$ cat src/rtl/fir_sample_sink.sv
// ---------------------------------------------------------------------------
// fir_sample_sink
//
// Receiving end of the FIR sample stream. Each filtered sample arrives on a
// one-cycle strobe, is buffered in a small circular FIFO and is handed to the
// downstream consumer (logger / serializer) over a valid/ready handshake.
// Alongside the data path the block watches the spacing between strobes and
// raises sticky flags when a sample had to be dropped or when a strobe came
// early or late.
//
// Parameters
//   WIDTH   sample width, signed two's complement (stored bit-exact)
//   DEPTH   FIFO depth in entries, power of two, at least 2
//   PERIOD  expected number of clk cycles between consecutive strobes
//
// Ports
//   clk_i          system clock, every register updates on the rising edge
//   rst_i          synchronous active-high reset
//   in_sample_i    filtered sample, meaningful while in_strobe_i is high
//   in_strobe_i    one-cycle capture pulse for in_sample_i
//   out_data_o     sample at the head of the FIFO (registered)
//   out_valid_o    out_data_o holds a sample (registered, level != 0)
//   out_ready_i    downstream accepts out_data_o this cycle
//   level_o        number of stored samples, 0..DEPTH
//   overflow_o     sticky: a strobed sample was dropped because FIFO was full
//   period_err_o   sticky: strobe spacing differed from PERIOD
//   sample_cnt_o   count of accepted samples, wraps 65535 -> 0
// ---------------------------------------------------------------------------
module fir_sample_sink #(
    parameter int WIDTH  = 20,
    parameter int DEPTH  = 8,
    parameter int PERIOD = 128
) (
    input  logic                     clk_i,
    input  logic                     rst_i,
    input  logic [WIDTH-1:0]         in_sample_i,
    input  logic                     in_strobe_i,
    output logic [WIDTH-1:0]         out_data_o,
    output logic                     out_valid_o,
    input  logic                     out_ready_i,
    output logic [$clog2(DEPTH):0]   level_o,
    output logic                     overflow_o,
    output logic                     period_err_o,
    output logic [15:0]              sample_cnt_o
);

    localparam int PTR_W = $clog2(DEPTH);
    localparam int LVL_W = PTR_W + 1;

    // Level value that means "every slot occupied".
    localparam logic [LVL_W-1:0] FULL_LEVEL = LVL_W'(DEPTH);

    // Spacing value the counter must show when a well-timed strobe arrives:
    // the counter restarts at 1 on a strobe and counts up once per cycle, so
    // after PERIOD cycles it reads exactly PERIOD.
    localparam logic [15:0] PERIOD_CNT = 16'(PERIOD);
    localparam logic [15:0] CNT_MAX    = 16'hFFFF;

    // -----------------------------------------------------------------------
    // State
    // -----------------------------------------------------------------------
    logic [WIDTH-1:0] mem_q [DEPTH];

    logic [PTR_W-1:0] wr_ptr_q,     wr_ptr_d;
    logic [PTR_W-1:0] rd_ptr_q,     rd_ptr_d;
    logic [LVL_W-1:0] level_q,      level_d;
    logic [WIDTH-1:0] out_data_q,   out_data_d;
    logic             out_valid_q,  out_valid_d;
    logic             overflow_q,   overflow_d;
    logic             period_err_q, period_err_d;
    logic [15:0]      sample_cnt_q, sample_cnt_d;
    logic [15:0]      spacing_q,    spacing_d;
    logic             armed_q,      armed_d;

    logic             full;
    logic             pop;
    logic             push;
    logic             drop;

    // -----------------------------------------------------------------------
    // Handshake decode
    // A pop happens whenever the registered valid meets ready. A push is
    // allowed when there is room, or when the FIFO is full but a pop on the
    // same edge frees a slot. A strobe that finds the FIFO full with no pop
    // is dropped and recorded in the overflow flag.
    // -----------------------------------------------------------------------
    always_comb begin
        full = (level_q == FULL_LEVEL);
        pop  = out_valid_q & out_ready_i;
        push = in_strobe_i & (~full | pop);
        drop = in_strobe_i & full & ~pop;
    end

    // -----------------------------------------------------------------------
    // FIFO bookkeeping: pointers advance by one and wrap naturally because
    // DEPTH is a power of two; the level only moves when exactly one of
    // push/pop happens.
    // -----------------------------------------------------------------------
    always_comb begin
        wr_ptr_d = wr_ptr_q;
        rd_ptr_d = rd_ptr_q;
        level_d  = level_q;

        if (push) begin
            wr_ptr_d = wr_ptr_q + 1'b1;
        end
        if (pop) begin
            rd_ptr_d = rd_ptr_q + 1'b1;
        end

        unique case ({push, pop})
            2'b10:   level_d = level_q + 1'b1;
            2'b01:   level_d = level_q - 1'b1;
            default: level_d = level_q;
        endcase
    end

    // -----------------------------------------------------------------------
    // Registered head-of-FIFO output.
    // The next head lives at rd_ptr_d. If that slot is the one being written
    // on this very edge (FIFO empty, or holding one entry that is popped
    // while a new one arrives) the memory does not hold it yet, so the
    // incoming sample is forwarded into the output register instead. This is
    // what gives the one-cycle strobe-to-valid latency without a same-cycle
    // combinational bypass. When the FIFO drains to empty the last value is
    // simply held; it is not meaningful while valid is low.
    // -----------------------------------------------------------------------
    always_comb begin
        out_valid_d = (level_d != '0);
        out_data_d  = out_data_q;

        if (level_d != '0) begin
            if (push && (wr_ptr_q == rd_ptr_d)) begin
                out_data_d = in_sample_i;
            end else begin
                out_data_d = mem_q[rd_ptr_d];
            end
        end
    end

    // -----------------------------------------------------------------------
    // Status: sticky overflow, accepted-sample counter and strobe spacing.
    // The spacing counter saturates so a long gap cannot wrap around and
    // alias to a correct spacing. The first strobe after reset only arms the
    // checker because there is no earlier strobe to measure against.
    // -----------------------------------------------------------------------
    always_comb begin
        overflow_d   = overflow_q | drop;
        sample_cnt_d = sample_cnt_q;
        spacing_d    = spacing_q;
        armed_d      = armed_q;
        period_err_d = period_err_q;

        if (push) begin
            sample_cnt_d = sample_cnt_q + 16'd1;
        end

        if (in_strobe_i) begin
            spacing_d = 16'd1;
            armed_d   = 1'b1;
            if (armed_q && (spacing_q != PERIOD_CNT)) begin
                period_err_d = 1'b1;
            end
        end else if (spacing_q != CNT_MAX) begin
            spacing_d = spacing_q + 16'd1;
        end
    end

    // -----------------------------------------------------------------------
    // Sample storage. The memory is not reset: after reset both pointers and
    // the level are zero, so whatever the slots still contain is unreachable
    // until it has been overwritten by a fresh push.
    // -----------------------------------------------------------------------
    always_ff @(posedge clk_i) begin
        if (push) begin
            mem_q[wr_ptr_q] <= in_sample_i;
        end
    end

    // -----------------------------------------------------------------------
    // Control and status registers with synchronous reset. A reset in the
    // middle of a stream throws away every stored sample and clears both
    // sticky flags and the spacing checker.
    // -----------------------------------------------------------------------
    always_ff @(posedge clk_i) begin
        if (rst_i) begin
            wr_ptr_q     <= '0;
            rd_ptr_q     <= '0;
            level_q      <= '0;
            out_data_q   <= '0;
            out_valid_q  <= 1'b0;
            overflow_q   <= 1'b0;
            period_err_q <= 1'b0;
            sample_cnt_q <= '0;
            spacing_q    <= '0;
            armed_q      <= 1'b0;
        end else begin
            wr_ptr_q     <= wr_ptr_d;
            rd_ptr_q     <= rd_ptr_d;
            level_q      <= level_d;
            out_data_q   <= out_data_d;
            out_valid_q  <= out_valid_d;
            overflow_q   <= overflow_d;
            period_err_q <= period_err_d;
            sample_cnt_q <= sample_cnt_d;
            spacing_q    <= spacing_d;
            armed_q      <= armed_d;
        end
    end

    // -----------------------------------------------------------------------
    // Outputs come straight from registers.
    // -----------------------------------------------------------------------
    always_comb begin
        out_data_o   = out_data_q;
        out_valid_o  = out_valid_q;
        level_o      = level_q;
        overflow_o   = overflow_q;
        period_err_o = period_err_q;
        sample_cnt_o = sample_cnt_q;
    end

endmodule
$ cat config.mk
export PLATFORM = sky130hd
export DESIGN_NAME = fir_sample_sink
export DESIGN_NICKNAME = d
export VERILOG_FILES = /design/src/rtl/fir_sample_sink.sv
export SDC_FILE = /design/constraint.sdc
export NUM_CORES = 1
export LEC_CHECK = 0
export ABC_AREA = 1
export CELL_PAD_IN_SITES_DETAIL_PLACEMENT = 0
export CELL_PAD_IN_SITES_GLOBAL_PLACEMENT = 1
export CORE_MARGIN = 3
export CORE_UTILIZATION = 40
export CTS_CLUSTER_SIZE = 8
export DETAILED_ROUTE_END_ITERATION = 16
export GPL_ROUTABILITY_DRIVEN = 0
export GPL_TIMING_DRIVEN = 0
export MAX_ROUTING_LAYER = met4
export PLACE_DENSITY_LB_ADDON = 0.08
export SETUP_SLACK_MARGIN = 0.2
export SYNTH_ARGS = -nofsm -noshare
export SYNTH_HDL_FRONTEND = slang
export SYNTH_SLANG_ARGS = --single-unit
export TNS_END_PERCENT = 1
$ cat constraint.sdc
create_clock -name clk_i -period 6.85 [get_ports clk_i]
set_input_delay 1.37 -clock clk_i [delete_from_list [all_inputs] [get_ports clk_i]]
set_output_delay 1.37 -clock clk_i [all_outputs]
set_load 0.02 [all_outputs]
==> impl_metrics.tcl <==
set metrics [dict create \
    hold_viol_final 0 \
    nFillCells 2391 \
    ir_drop_mv 0.261 \
    insertion_delay_ns 0.50 \
    routed_wirelength_um 27500 \
    yosys_warnings 0 \
    syn_area_um2 10100 \
    finalCritPeriodShare_pct 55.5 \
    p_comb_share_pct 18.6 \
    switching_share_pct 28.7 \
    antenna_found_initial 0 \
    seq_area_um2 6130 \
    cp_max_fo 12 \
    synthFlopType "edfxtp_1" \
    synth_edf_count 160 \
    grt_usage_pct 21.0 \
    slew_violations 0 \
    fin_nets 1273 \
    grt_pass1_vias 7467 \
    detail_route.wl_per_cell_um 17.4 \
    cellPowerDensity_nw_per_um2 306 \
    setup_violations 0 \
    drive_gt1_share_pct 6.54 \
    synthArstFlopShare_pct 0 \
    synth_cells 1136 \
    drt_pass1_iterations 5 \
    clk_pin_slew_ns 0.05 \
    critPathKind "primary input to flop" \
    dp_hpwl_um 18100 \
    hold_path_class "flop to flop" \
    cp.required_ns 7.05 \
    multi_input_area_um2 3150 \
    synth_cell_types 29 \
    cts_inserted_buffers 34 \
    grt_max_degree 21 \
    tritoncts "yes" \
    yosys_register_bits 226 \
    power.leakage_nw 5.08 \
    drv_cap 0 \
    p_switching_mw 1.08 \
    portBuffers 65 \
    coreArea_um2 24600 \
    rsz0062_at_grt "no" \
    synth.top_cell.area_share_pct 47.4 \
    cp-end-kind "flop" \
    syn_avg_cell_area_um2 8.92 \
    seq_area_frac_synth_pct 60.5 \
    ys_top_cells_by_area "edfxtp_1 (47%), dfxtp_1 (13%), nand2_1 (11%)" \
    drtIter0Drc 546 \
    status "finished, final reports clean" \
    pre_cts_ws_ns 2.47 \
    fmax_mhz 263 \
    finalPower_mw 3.75 \
    skew_ns 0.0107 \
    setup_tns_ns 0 \
    die_h_um 165 \
    final_util_pct 49.8 \
    max_slew_margin_pct 37.5 \
    cts_hold_buffers 0 \
    htreeDepth 2 \
    via_per_inst 4.94 \
    post_cts_buffers 0 \
    arrival_ns 4.00 \
    ios 67 \
    vias 7792 \
    cts.sinks 226 \
    p_int_mw 2.67 \
    cp-start-kind "primary input" \
    tightest_slew_ns 0.937 \
    period_needed_ns 3.80 \
    overflow 0 \
    cts_buffer_depth 3 \
    die_width_um 165 \
    synthesis.nets 1166 \
    diodes 0 \
    final_cell_mix "nand2_1 (300), nand3_1 (185), inv_1 (173)" \
    drtAntennaViolNets 0 \
    synth_top_cell_by_area "edfxtp_1" \
    drc 0 \
    grt_pass1_wl_um 41800 \
    die-area_um2 27300 \
    area_growth_pct 21.0 \
    ctsResizeCount 0 \
    fp-row-count 57 \
    final_common_cell "nand2_1" \
    start_util_pct 41.2 \
    clock_power_share_pct 39.3 \
    seqPwrFrac_pct 42.0 \
    clk_root_buffer_cell "clkbuf_16" \
    layout_setup_ws_ns 3.05 \
]
==> worst max-delay path, cell delays in order <==
cell and delay [ns]:
clkdlybuf4s50_1 0.57, nand2_2 0.17, nand3_1 0.14, nand2_1 0.19, inv_1 0.26, nand2_1 0.25
nor2_2 0.78, buf_8 0.24
==> worst paths after layout <==
path                                             start                     to  slack (ns)  depth (start not counted)
worst max-delay path                       out_ready_i  mem_q[0][4]$_DFFE_PP_        3.05                          8
worst min-delay path              armed_q$_SDFFE_PP0P_   armed_q$_SDFFE_PP0P_        0.46                          2
worst max register to register  out_valid_o$_SDFF_PP0_  mem_q[0][4]$_DFFE_PP_        4.07                          7
worst min register to register    armed_q$_SDFFE_PP0P_   armed_q$_SDFFE_PP0P_        0.46                          2
==> cell type report <==
class | count | share of cell area (%)
buffer | 49 | 1.80
clock buffer | 43 | 7.22
clock inverter | 4 | 0.316
inverter | 177 | 5.42
multi-input combinational | 684 | 25.7
sequential | 226 | 50.0
tap | 324 | 3.31
timing repair buffer | 71 | 6.25
==> power groups by stage <==
stage	Clock, mW	Sequential [mW]	Combinational, mW
5_1_grt	1.57	1.58	0.782
6_report	1.47	1.58	0.699
2_1_floorplan	0	1.64	0.379
3_3_place_gp	0	1.61	0.695
3_5_place_dp	0	1.60	0.704
4_1_cts	1.50	1.58	0.707
==> logic make-up (layout without fill, tap and decap cells) <==
family	after synthesis	in the layout	synth area share (%)
adder cells (fa/ha/maj)	6	6	0.741
buffers and inverters	226	344	8.73
XOR/XNOR	12	12	1.04
AND/OR/NAND/NOR	612	612	26.2
AO/OA/AOI/OAI	54	54	2.82
flip-flops	226	226	60.5
==> stage by stage <==
step	hold WS, ns	instances	area (µm²)
after detailed placement	0.453	1531	11300
after global routing	0.504	1578	12300
after floorplan	0.433	1136	10100
final	0.459	1578	12300
after CTS	0.460	1578	12300
after global placement	0.441	1525	11200
==> registers in the layout, indices dropped and copies added, names as in the netlist, 3 cells and up <==
signal	flops
spacing_q	16
rd_ptr_q	3
out_data_o	20
sample_cnt_o	16
wr_ptr_q	3
level_o	4
mem_q	160
==> layer usage <==
layer	routed length (µm)	vias to the layer above	track usage [%]	part of all wire, %
li1	-	3926	-	-
met1	12400	3631	27.0	45
met2	13000	186	34.6	47
met3	1430	49	3.44	5.2
met4	615	0	6.10	2.2
met5	0	-	-	0
==> Yosys cell counts, types with 3 or more instances <==
cell,number
nand2_2,3
o21ai_1,8
nand3_1,185
nor4_1,4
xor2_1,9
a21oi_1,23
clkbuf_1,26
ha_1,6
buf_2,17
nor2_1,72
nand2_1,300
buf_1,4
dfxtp_1,66
inv_1,173
nand4_1,31
nor3_1,12
edfxtp_1,160
inv_2,4
o21ai_0,17
xnor2_1,3
No activity file was read; power rests on OpenSTA's default activity.
